## config.mk

```make
export PLATFORM = sky130hd
export DESIGN_NAME = sha256_chunk_loop_unit
export DESIGN_NICKNAME = d
export VERILOG_FILES = /design/src/rtl/sha256_chunk_loop_unit.sv
export SDC_FILE = /design/constraint.sdc
export NUM_CORES = 2
export LEC_CHECK = 0
export CELL_PAD_IN_SITES_DETAIL_PLACEMENT = 0
export CELL_PAD_IN_SITES_GLOBAL_PLACEMENT = 1
export CORE_ASPECT_RATIO = 0.75
export CORE_MARGIN = 1.5
export CORE_UTILIZATION = 43
export CTS_CLUSTER_DIAMETER = 100
export CTS_CLUSTER_SIZE = 12
export DETAILED_ROUTE_END_ITERATION = 8
export PLACE_DENSITY_LB_ADDON = 0.1
export SETUP_SLACK_MARGIN = 0.1
export SLEW_MARGIN = 15
export SYNTH_ARGS = -nofsm -noshare
export SYNTH_HDL_FRONTEND = slang
export SYNTH_SLANG_ARGS = --single-unit
```

## constraint.sdc

```tcl
create_clock -name clk -period 10.1 [get_ports clk]
set_input_delay 2.02 -clock clk [delete_from_list [all_inputs] [get_ports clk]]
set_output_delay 2.02 -clock clk [all_outputs]
set_load 0.02 [all_outputs]
```

## src/rtl/sha256_chunk_loop_unit.sv

```systemverilog
// ---------------------------------------------------------------------------
// sha256_chunk_loop_unit
//
// Iterative SHA-256 compression engine. Takes one pre-padded 512-bit chunk
// and a 256-bit chaining hash, runs one compression round per clock (64
// rounds) plus one finalisation cycle, and presents the updated hash.
// Multi-block messages are chained by feeding hash_out back into hash_in.
//
// Ports:
//   clk            in   1    system clock, rising edge
//   rst            in   1    synchronous, active-high reset
//   hash_in        in   256  chaining hash H0..H7, H0 in bits [255:224]
//   chunk_in       in   512  padded block, W0 in bits [511:480]
//   chunk_flag     in   1    start strobe, only honoured in IDLE
//   hash_out       out  256  result hash, same word order as hash_in
//   hash_out_valid out  1    one-cycle pulse when hash_out is updated
//   hash_ini       out  256  FIPS 180-4 initial hash value (constant), only
//                            present when SHA256_INI_HASH_EN is defined
//
// Compile-time option:
//   SHA256_INI_HASH_EN  adds the hash_ini output port.
// ---------------------------------------------------------------------------
module sha256_chunk_loop_unit (
    input  logic         clk,
    input  logic         rst,
    input  logic [255:0] hash_in,
    input  logic [511:0] chunk_in,
    input  logic         chunk_flag,
    output logic [255:0] hash_out,
    output logic         hash_out_valid
`ifdef SHA256_INI_HASH_EN
    ,
    output logic [255:0] hash_ini
`endif
);

    typedef enum logic [1:0] {
        IDLE  = 2'd0,
        ROUND = 2'd1,
        FINAL = 2'd2
    } state_t;

    localparam logic [31:0] K [0:63] = '{
        32'h428a2f98, 32'h71374491, 32'hb5c0fbcf, 32'he9b5dba5,
        32'h3956c25b, 32'h59f111f1, 32'h923f82a4, 32'hab1c5ed5,
        32'hd807aa98, 32'h12835b01, 32'h243185be, 32'h550c7dc3,
        32'h72be5d74, 32'h80deb1fe, 32'h9bdc06a7, 32'hc19bf174,
        32'he49b69c1, 32'hefbe4786, 32'h0fc19dc6, 32'h240ca1cc,
        32'h2de92c6f, 32'h4a7484aa, 32'h5cb0a9dc, 32'h76f988da,
        32'h983e5152, 32'ha831c66d, 32'hb00327c8, 32'hbf597fc7,
        32'hc6e00bf3, 32'hd5a79147, 32'h06ca6351, 32'h14292967,
        32'h27b70a85, 32'h2e1b2138, 32'h4d2c6dfc, 32'h53380d13,
        32'h650a7354, 32'h766a0abb, 32'h81c2c92e, 32'h92722c85,
        32'ha2bfe8a1, 32'ha81a664b, 32'hc24b8b70, 32'hc76c51a3,
        32'hd192e819, 32'hd6990624, 32'hf40e3585, 32'h106aa070,
        32'h19a4c116, 32'h1e376c08, 32'h2748774c, 32'h34b0bcb5,
        32'h391c0cb3, 32'h4ed8aa4a, 32'h5b9cca4f, 32'h682e6ff3,
        32'h748f82ee, 32'h78a5636f, 32'h84c87814, 32'h8cc70208,
        32'h90befffa, 32'ha4506ceb, 32'hbef9a3f7, 32'hc67178f2
    };

    // ---- SHA-256 logical functions (rotates written as bit concatenations)
    function automatic logic [31:0] big_sigma0(input logic [31:0] x);
        return {x[1:0], x[31:2]} ^ {x[12:0], x[31:13]} ^ {x[21:0], x[31:22]};
    endfunction

    function automatic logic [31:0] big_sigma1(input logic [31:0] x);
        return {x[5:0], x[31:6]} ^ {x[10:0], x[31:11]} ^ {x[24:0], x[31:25]};
    endfunction

    function automatic logic [31:0] small_sigma0(input logic [31:0] x);
        return {x[6:0], x[31:7]} ^ {x[17:0], x[31:18]} ^ {3'b000, x[31:3]};
    endfunction

    function automatic logic [31:0] small_sigma1(input logic [31:0] x);
        return {x[16:0], x[31:17]} ^ {x[18:0], x[31:19]} ^ {10'b0, x[31:10]};
    endfunction

    function automatic logic [31:0] ch(input logic [31:0] x, input logic [31:0] y,
                                       input logic [31:0] z);
        return (x & y) ^ (~x & z);
    endfunction

    function automatic logic [31:0] maj(input logic [31:0] x, input logic [31:0] y,
                                        input logic [31:0] z);
        return (x & y) ^ (x & z) ^ (y & z);
    endfunction

    state_t       state;
    state_t       state_nxt;
    logic [5:0]   round_cnt;
    logic [255:0] hash_lat;
    logic [31:0]  a, b, c, d, e, f, g, h;
    // Schedule window: w[0] is W[t] for the current round, w[15] is W[t+15].
    logic [31:0]  w [0:15];

    logic [31:0]  t1;
    logic [31:0]  t2;
    logic [31:0]  w_new;

    // W[t+16] = s1(W[t+14]) + W[t+9] + s0(W[t+1]) + W[t]; shifted into w[15]
    // each round so only 16 words are ever stored. Words produced past
    // W[63] during the last rounds are never consumed.
    always_comb begin
        t1    = h + big_sigma1(e) + ch(e, f, g) + K[round_cnt] + w[0];
        t2    = big_sigma0(a) + maj(a, b, c);
        w_new = small_sigma1(w[14]) + w[9] + small_sigma0(w[1]) + w[0];
    end

    // ---- FSM state register
    always_ff @(posedge clk) begin
        if (rst) begin
            state <= IDLE;
        end else begin
            state <= state_nxt;
        end
    end

    // ---- FSM next-state logic
    // NOTE: every always_comb output gets a default before the case so no
    // path leaves it unassigned, which would infer a latch.
    always_comb begin
        state_nxt = state;
        unique case (state)
            IDLE:    if (chunk_flag) state_nxt = ROUND;
            ROUND:   if (round_cnt == 6'd63) state_nxt = FINAL;
            FINAL:   state_nxt = IDLE;
            default: state_nxt = IDLE;
        endcase
    end

    // ---- Datapath: capture, rounds, finalisation
    // NOTE: sequential state uses non-blocking assignments so every register
    // in the round update samples the pre-edge values of a..h and w[].
    always_ff @(posedge clk) begin
        if (rst) begin
            // NOTE: the schedule window is a register bank, not a RAM, so it
            // is cleared along with everything else for a deterministic state.
            round_cnt      <= '0;
            hash_lat       <= '0;
            hash_out       <= '0;
            hash_out_valid <= 1'b0;
            {a, b, c, d, e, f, g, h} <= '0;
            for (int i = 0; i < 16; i++) w[i] <= '0;
        end else begin
            hash_out_valid <= 1'b0;
            unique case (state)
                IDLE: begin
                    if (chunk_flag) begin
                        hash_lat  <= hash_in;
                        {a, b, c, d, e, f, g, h} <= hash_in;
                        for (int i = 0; i < 16; i++) w[i] <= chunk_in[511 - 32*i -: 32];
                        round_cnt <= '0;
                    end
                end
                ROUND: begin
                    h <= g;
                    g <= f;
                    f <= e;
                    e <= d + t1;
                    d <= c;
                    c <= b;
                    b <= a;
                    a <= t1 + t2;
                    for (int i = 0; i < 15; i++) w[i] <= w[i+1];
                    w[15]     <= w_new;
                    round_cnt <= round_cnt + 6'd1;
                end
                FINAL: begin
                    hash_out <= {hash_lat[255:224] + a, hash_lat[223:192] + b,
                                 hash_lat[191:160] + c, hash_lat[159:128] + d,
                                 hash_lat[127:96]  + e, hash_lat[95:64]   + f,
                                 hash_lat[63:32]   + g, hash_lat[31:0]    + h};
                    hash_out_valid <= 1'b1;
                end
                default: ;
            endcase
        end
    end

`ifdef SHA256_INI_HASH_EN
    assign hash_ini = 256'h6a09e667_bb67ae85_3c6ef372_a54ff53a_510e527f_9b05688c_1f83d9ab_5be0cd19;
`endif

endmodule

```

==> load_flow_metrics.sql <==
INSERT INTO impl_metrics (metric_group, metric, value, unit) VALUES
('outcome', 'outcome', 'finished, violations left', ''),
('global_routing', 'globalRouteTotalUtil', '0.378', ''),
('route', 'detail_route.wirelength', '364000', 'microns'),
('sta', 'rsz_0062_raised_after_global_routing', 'no', ''),
('cts', 'cts_root_buffer', 'sky130_fd_sc_hd__clkbuf_16', ''),
('run', 'drv.max_cap_violation_count', '0', ''),
('yosys', 'synth.area.top_cells', 'sky130_fd_sc_hd__dfxtp_1 20%, sky130_fd_sc_hd__edfxtp_1 20%, sky130_fd_sc_hd__nand2_1 9.4%, sky130_fd_sc_hd__a21oi_1 8.0%, sky130_fd_sc_hd__ha_1 6.2%', ''),
('yosys', 'syn-cell-area', '78100', 'sq um'),
('setup_path', 'reg2reg_slack', '1.03', 'ns'),
('sta', 'fmaxAchievable', '0.110', 'GHz'),
('yosys', 'syn_inst', '9158', ''),
('route', 'detail_route.drc_violations', '4', ''),
('sta', 'final-setup-viol-count', '0', ''),
('power', 'power_frac_seq', '0.169', ''),
('cts', 'tritoncts.num_buffers', '119', ''),
('sta', 'hold_ws', '0.448', 'ns'),
('cells_and_area', 'seqCellArea', '30900', 'sq um'),
('setup_path', 'r2r_cell_count', '35', ''),
('yosys', 'synth-seq-cells', '1289', ''),
('die', 'boundaryPins', '1028', ''),
('cells_and_area', 'fin_area', '94200', 'sq um'),
('setup_path', 'critPathMaxStageDelay', '0.62', 'ns'),
('place', 'place.gp.congestion', '0.996', ''),
('setup_path', 'critPathKind', 'register to register', ''),
('route', 'initialDrtViolationCount', '9376', ''),
('die', 'floorplan.die.width', '495', 'microns'),
('cts', 'clock-sinks', '1289', ''),
('route', 'route.detailed.wl_per_inst', '29.4', 'microns'),
('power', 'power_density', '423', 'nW/um^2'),
('cts', 'clock_tree.htree_level_count', '3', ''),
('setup_path', 'worstPathRequired', '10.82', 'ns'),
('place', 'io_buffer_count', '1027', ''),
('yosys', 'post_synth_edffs', '512', ''),
('die', 'fp.dieH', '372', 'microns'),
('setup_path', 'worst_ep_arrival_time', '9.79', 'ns'),
('die', 'floorplan.die_area', '184000', 'sq um'),
('sta', 'final_hold_viol_count', '0', ''),
('global_routing', 'antenna_violations_before_repair', '64', ''),
('cells_and_area', 'area_growth', '20.6', '%'),
('worst_hold_path', 'holdCritStartpoint', 'hash_out[77]', ''),
('cts', 'clock_slew_at_the_register_clock_pins_of_the_worst_setup_and_hold_paths', '0.07', 'ns'),
('setup_path', 'setup.worst_path.end_class', 'register', ''),
('cells_and_area', 'finalCoreUtilization', '0.522', ''),
('yosys', 'dominantRegCellSynth', 'sky130_fd_sc_hd__dfxtp_1', ''),
('power', 'pwr-share-comb', '0.723', ''),
('yosys', 'cell_taking_the_most_area_after_synthesis', 'sky130_fd_sc_hd__dfxtp_1', ''),
('power', 'netsw', '20.4', 'mW'),
('global_routing', 'grt_max_degree', '183', ''),
('outcome', 'violations', 'DRC', ''),
('sta', 'totalNegativeSetupSlack', '0', 'ns'),
('yosys', 'yosys_warnings', '0', ''),
('sta', 'layout_worst_path_cycle_share', '0.898', ''),
('power', 'max-vdd-ir-drop', '0.680', 'mV'),
('cts', 'clock_tree_from_tritoncts', 'built', ''),
('power', 'static-leakage-power', '38.5', 'nW'),
('global_routing', 'grt_first_pass_wirelength', '500000', 'microns'),
('sta', 'slew_viol_final', '0', ''),
('worst_hold_path', 'hold_class', 'register to register', ''),
('die', 'initial_core_util', '0.433', ''),
('route', 'detailedRoute.firstPassIterationCount', '9', ''),
('cts', 'insertion_delay', '0.81', 'ns'),
('route', 'via_per_inst', '6.01', ''),
('yosys', 'syn-num-nets', '10500', ''),
('cts', 'cts.repair.resized', '0', ''),
('cells_and_area', 'nFillCells', '17100', ''),
('yosys', 'share_of_the_yosys_chip_area_belonging_to_registers', '0.396', ''),
('sta', 'worst_clock_skew', '0.0512', 'ns'),
('setup_path', 'r2r-end', 'a[30]', ''),
('power', 'p_clk_frac', '0.108', ''),
('route', 'route.antenna.remaining_nets', '0', ''),
('worst_hold_path', 'hold_path_end', 'hash_out[77]', '');
[how the worst max path moves through the flow]
stage	from	end	slack [ns]	cells past startpoint
detailed placement	round_cnt[0]	a[30]	1.30	35
CTS	round_cnt[0]	a[30]	1.27	35
global route	round_cnt[0]	a[30]	0.67	34
global placement	round_cnt[0]	a[30]	1.35	37
floorplan	chunk_flag	w[0][100]	0.99	6
finish	round_cnt[0]	a[30]	1.03	35
[final cells by class]
| class | count | area share |
|---|---|---|
| multi-input cells | 6905 | 0.464 |
| clock buffers | 151 | 0.0330 |
| flip-flops and latches | 1289 | 0.329 |
| inverters | 378 | 0.0152 |
| well taps | 2397 | 0.0318 |
| clock inverters | 10 | 0.00167 |
| repair buffers | 1207 | 0.125 |
| diodes | 44 | 0.00117 |
[metrics by stage]
stage               total power [mW]  std cells  setup slack [ns]
floorplan                       24.5       9158             0.989
global placement                34.8      12200              1.35
detailed placement              34.8      12200              1.30
CTS                             39.2      12300              1.27
global route                    42.1      12400             0.674
finish                          39.9      12400              1.03
[worst max-delay path: cells and delay by family, from the launching register on]
kind	cells	cell delay [ns]
xor gates and xnor gates	1	0.13
adders and majority gates	6	2.80
buffers and inverters	8	1.18
and+or+nand+nor	2	0.24
AOI/OAI and AO/OA	17	3.93
muxes	1	0.38
DFF	1	0.34
[cells by family after synthesis]
logic type      share of synthesized area
buf+inv                            0.0464
fa+ha+maj                           0.113
mux                               0.00620
simple gates                        0.162
xor+xnor                           0.0581
compound gates                      0.219
flops                               0.396
[Yosys cell counts (16+ instances only)]
master / count
sky130_fd_sc_hd__dfxtp_1: 777
sky130_fd_sc_hd__nor2_1: 515
sky130_fd_sc_hd__nand3_1: 75
sky130_fd_sc_hd__ha_1: 390
sky130_fd_sc_hd__o211ai_1: 34
sky130_fd_sc_hd__a211o_1: 23
sky130_fd_sc_hd__o21ai_0: 405
sky130_fd_sc_hd__and3_1: 23
sky130_fd_sc_hd__and2_1: 20
sky130_fd_sc_hd__o221a_2: 37
sky130_fd_sc_hd__a21oi_1: 1242
sky130_fd_sc_hd__inv_1: 375
sky130_fd_sc_hd__edfxtp_1: 512
sky130_fd_sc_hd__o21a_1: 86
sky130_fd_sc_hd__nand2_1: 1954
sky130_fd_sc_hd__mux2_2: 16
sky130_fd_sc_hd__a211oi_1: 78
sky130_fd_sc_hd__o21bai_1: 43
sky130_fd_sc_hd__o21ai_1: 22
sky130_fd_sc_hd__a21o_1: 209
sky130_fd_sc_hd__a22oi_1: 147
sky130_fd_sc_hd__nor3_1: 119
sky130_fd_sc_hd__nand2b_1: 52
sky130_fd_sc_hd__nor4_1: 43
sky130_fd_sc_hd__o31ai_1: 28
sky130_fd_sc_hd__nor2b_1: 59
sky130_fd_sc_hd__fa_1: 195
sky130_fd_sc_hd__mux2i_1: 18
sky130_fd_sc_hd__a31oi_1: 39
sky130_fd_sc_hd__nand3b_1: 30
sky130_fd_sc_hd__xor2_1: 148
sky130_fd_sc_hd__buf_1: 60
sky130_fd_sc_hd__clkbuf_1: 522
sky130_fd_sc_hd__nand4_1: 31
sky130_fd_sc_hd__xnor2_1: 368
sky130_fd_sc_hd__or3_1: 53
sky130_fd_sc_hd__o22ai_1: 17
sky130_fd_sc_hd__a22o_1: 101
[routing by layer]
layer | GRT usage | vias up | wire [microns]
met2 | 0.544 | 3850 | 153000
li1 | - | 33500 | -
met3 | 0.0953 | 587 | 39000
met5 | 0 | - | 211
met4 | 0.133 | 32 | 13200
met1 | 0.544 | 36400 | 158000
[cell usage in the layout, fill, tap and decap left out, types with 30 or more instances in the layout]
cell,instances
sky130_fd_sc_hd__ha_1,390
sky130_fd_sc_hd__inv_1,373
sky130_fd_sc_hd__nor2_1,510
sky130_fd_sc_hd__dfxtp_1,771
sky130_fd_sc_hd__nor3_1,119
sky130_fd_sc_hd__fa_1,195
sky130_fd_sc_hd__nand3b_1,30
sky130_fd_sc_hd__nor4_1,43
sky130_fd_sc_hd__a22oi_1,147
sky130_fd_sc_hd__buf_4,170
sky130_fd_sc_hd__o221a_2,37
sky130_fd_sc_hd__nand2_1,1951
sky130_fd_sc_hd__o211ai_1,34
sky130_fd_sc_hd__nand4_1,31
sky130_fd_sc_hd__a22o_1,101
sky130_fd_sc_hd__nand3_1,75
sky130_fd_sc_hd__xnor2_1,368
sky130_fd_sc_hd__nor2b_1,57
sky130_fd_sc_hd__a211oi_1,78
sky130_fd_sc_hd__clkbuf_16,119
sky130_fd_sc_hd__diode_2,44
sky130_fd_sc_hd__clkbuf_1,31
sky130_fd_sc_hd__clkdlybuf4s50_1,1025
sky130_fd_sc_hd__o21bai_1,43
sky130_fd_sc_hd__o21ai_0,404
sky130_fd_sc_hd__a31oi_1,39
sky130_fd_sc_hd__a21oi_1,1242
sky130_fd_sc_hd__or3_1,52
sky130_fd_sc_hd__xor2_1,148
sky130_fd_sc_hd__o21a_1,86
sky130_fd_sc_hd__nand2b_1,50
sky130_fd_sc_hd__a21o_1,209
sky130_fd_sc_hd__edfxtp_1,512
[sequential cells by signal, summed over array words and instances, names as in the netlist, 2 cells and up]
name and flops:
d 32, e 32, b 32, round_cnt 6, g 32, state 2
c 32, a 32, h 32, hash_out 256, w 512, f 32
hash_lat 256
[power by group through the flow]
stage | combinational [mW] | sequential, mW | clock (mW)
after floorplan | 18.1 | 6.36 | 0
after global placement | 28.0 | 6.80 | 0
after CTS | 28.2 | 6.69 | 4.32
after global routing | 30.9 | 6.75 | 4.49
final | 28.8 | 6.74 | 4.29
after detailed placement | 28.0 | 6.80 | 0
Power figures use the tool's default switching activity.
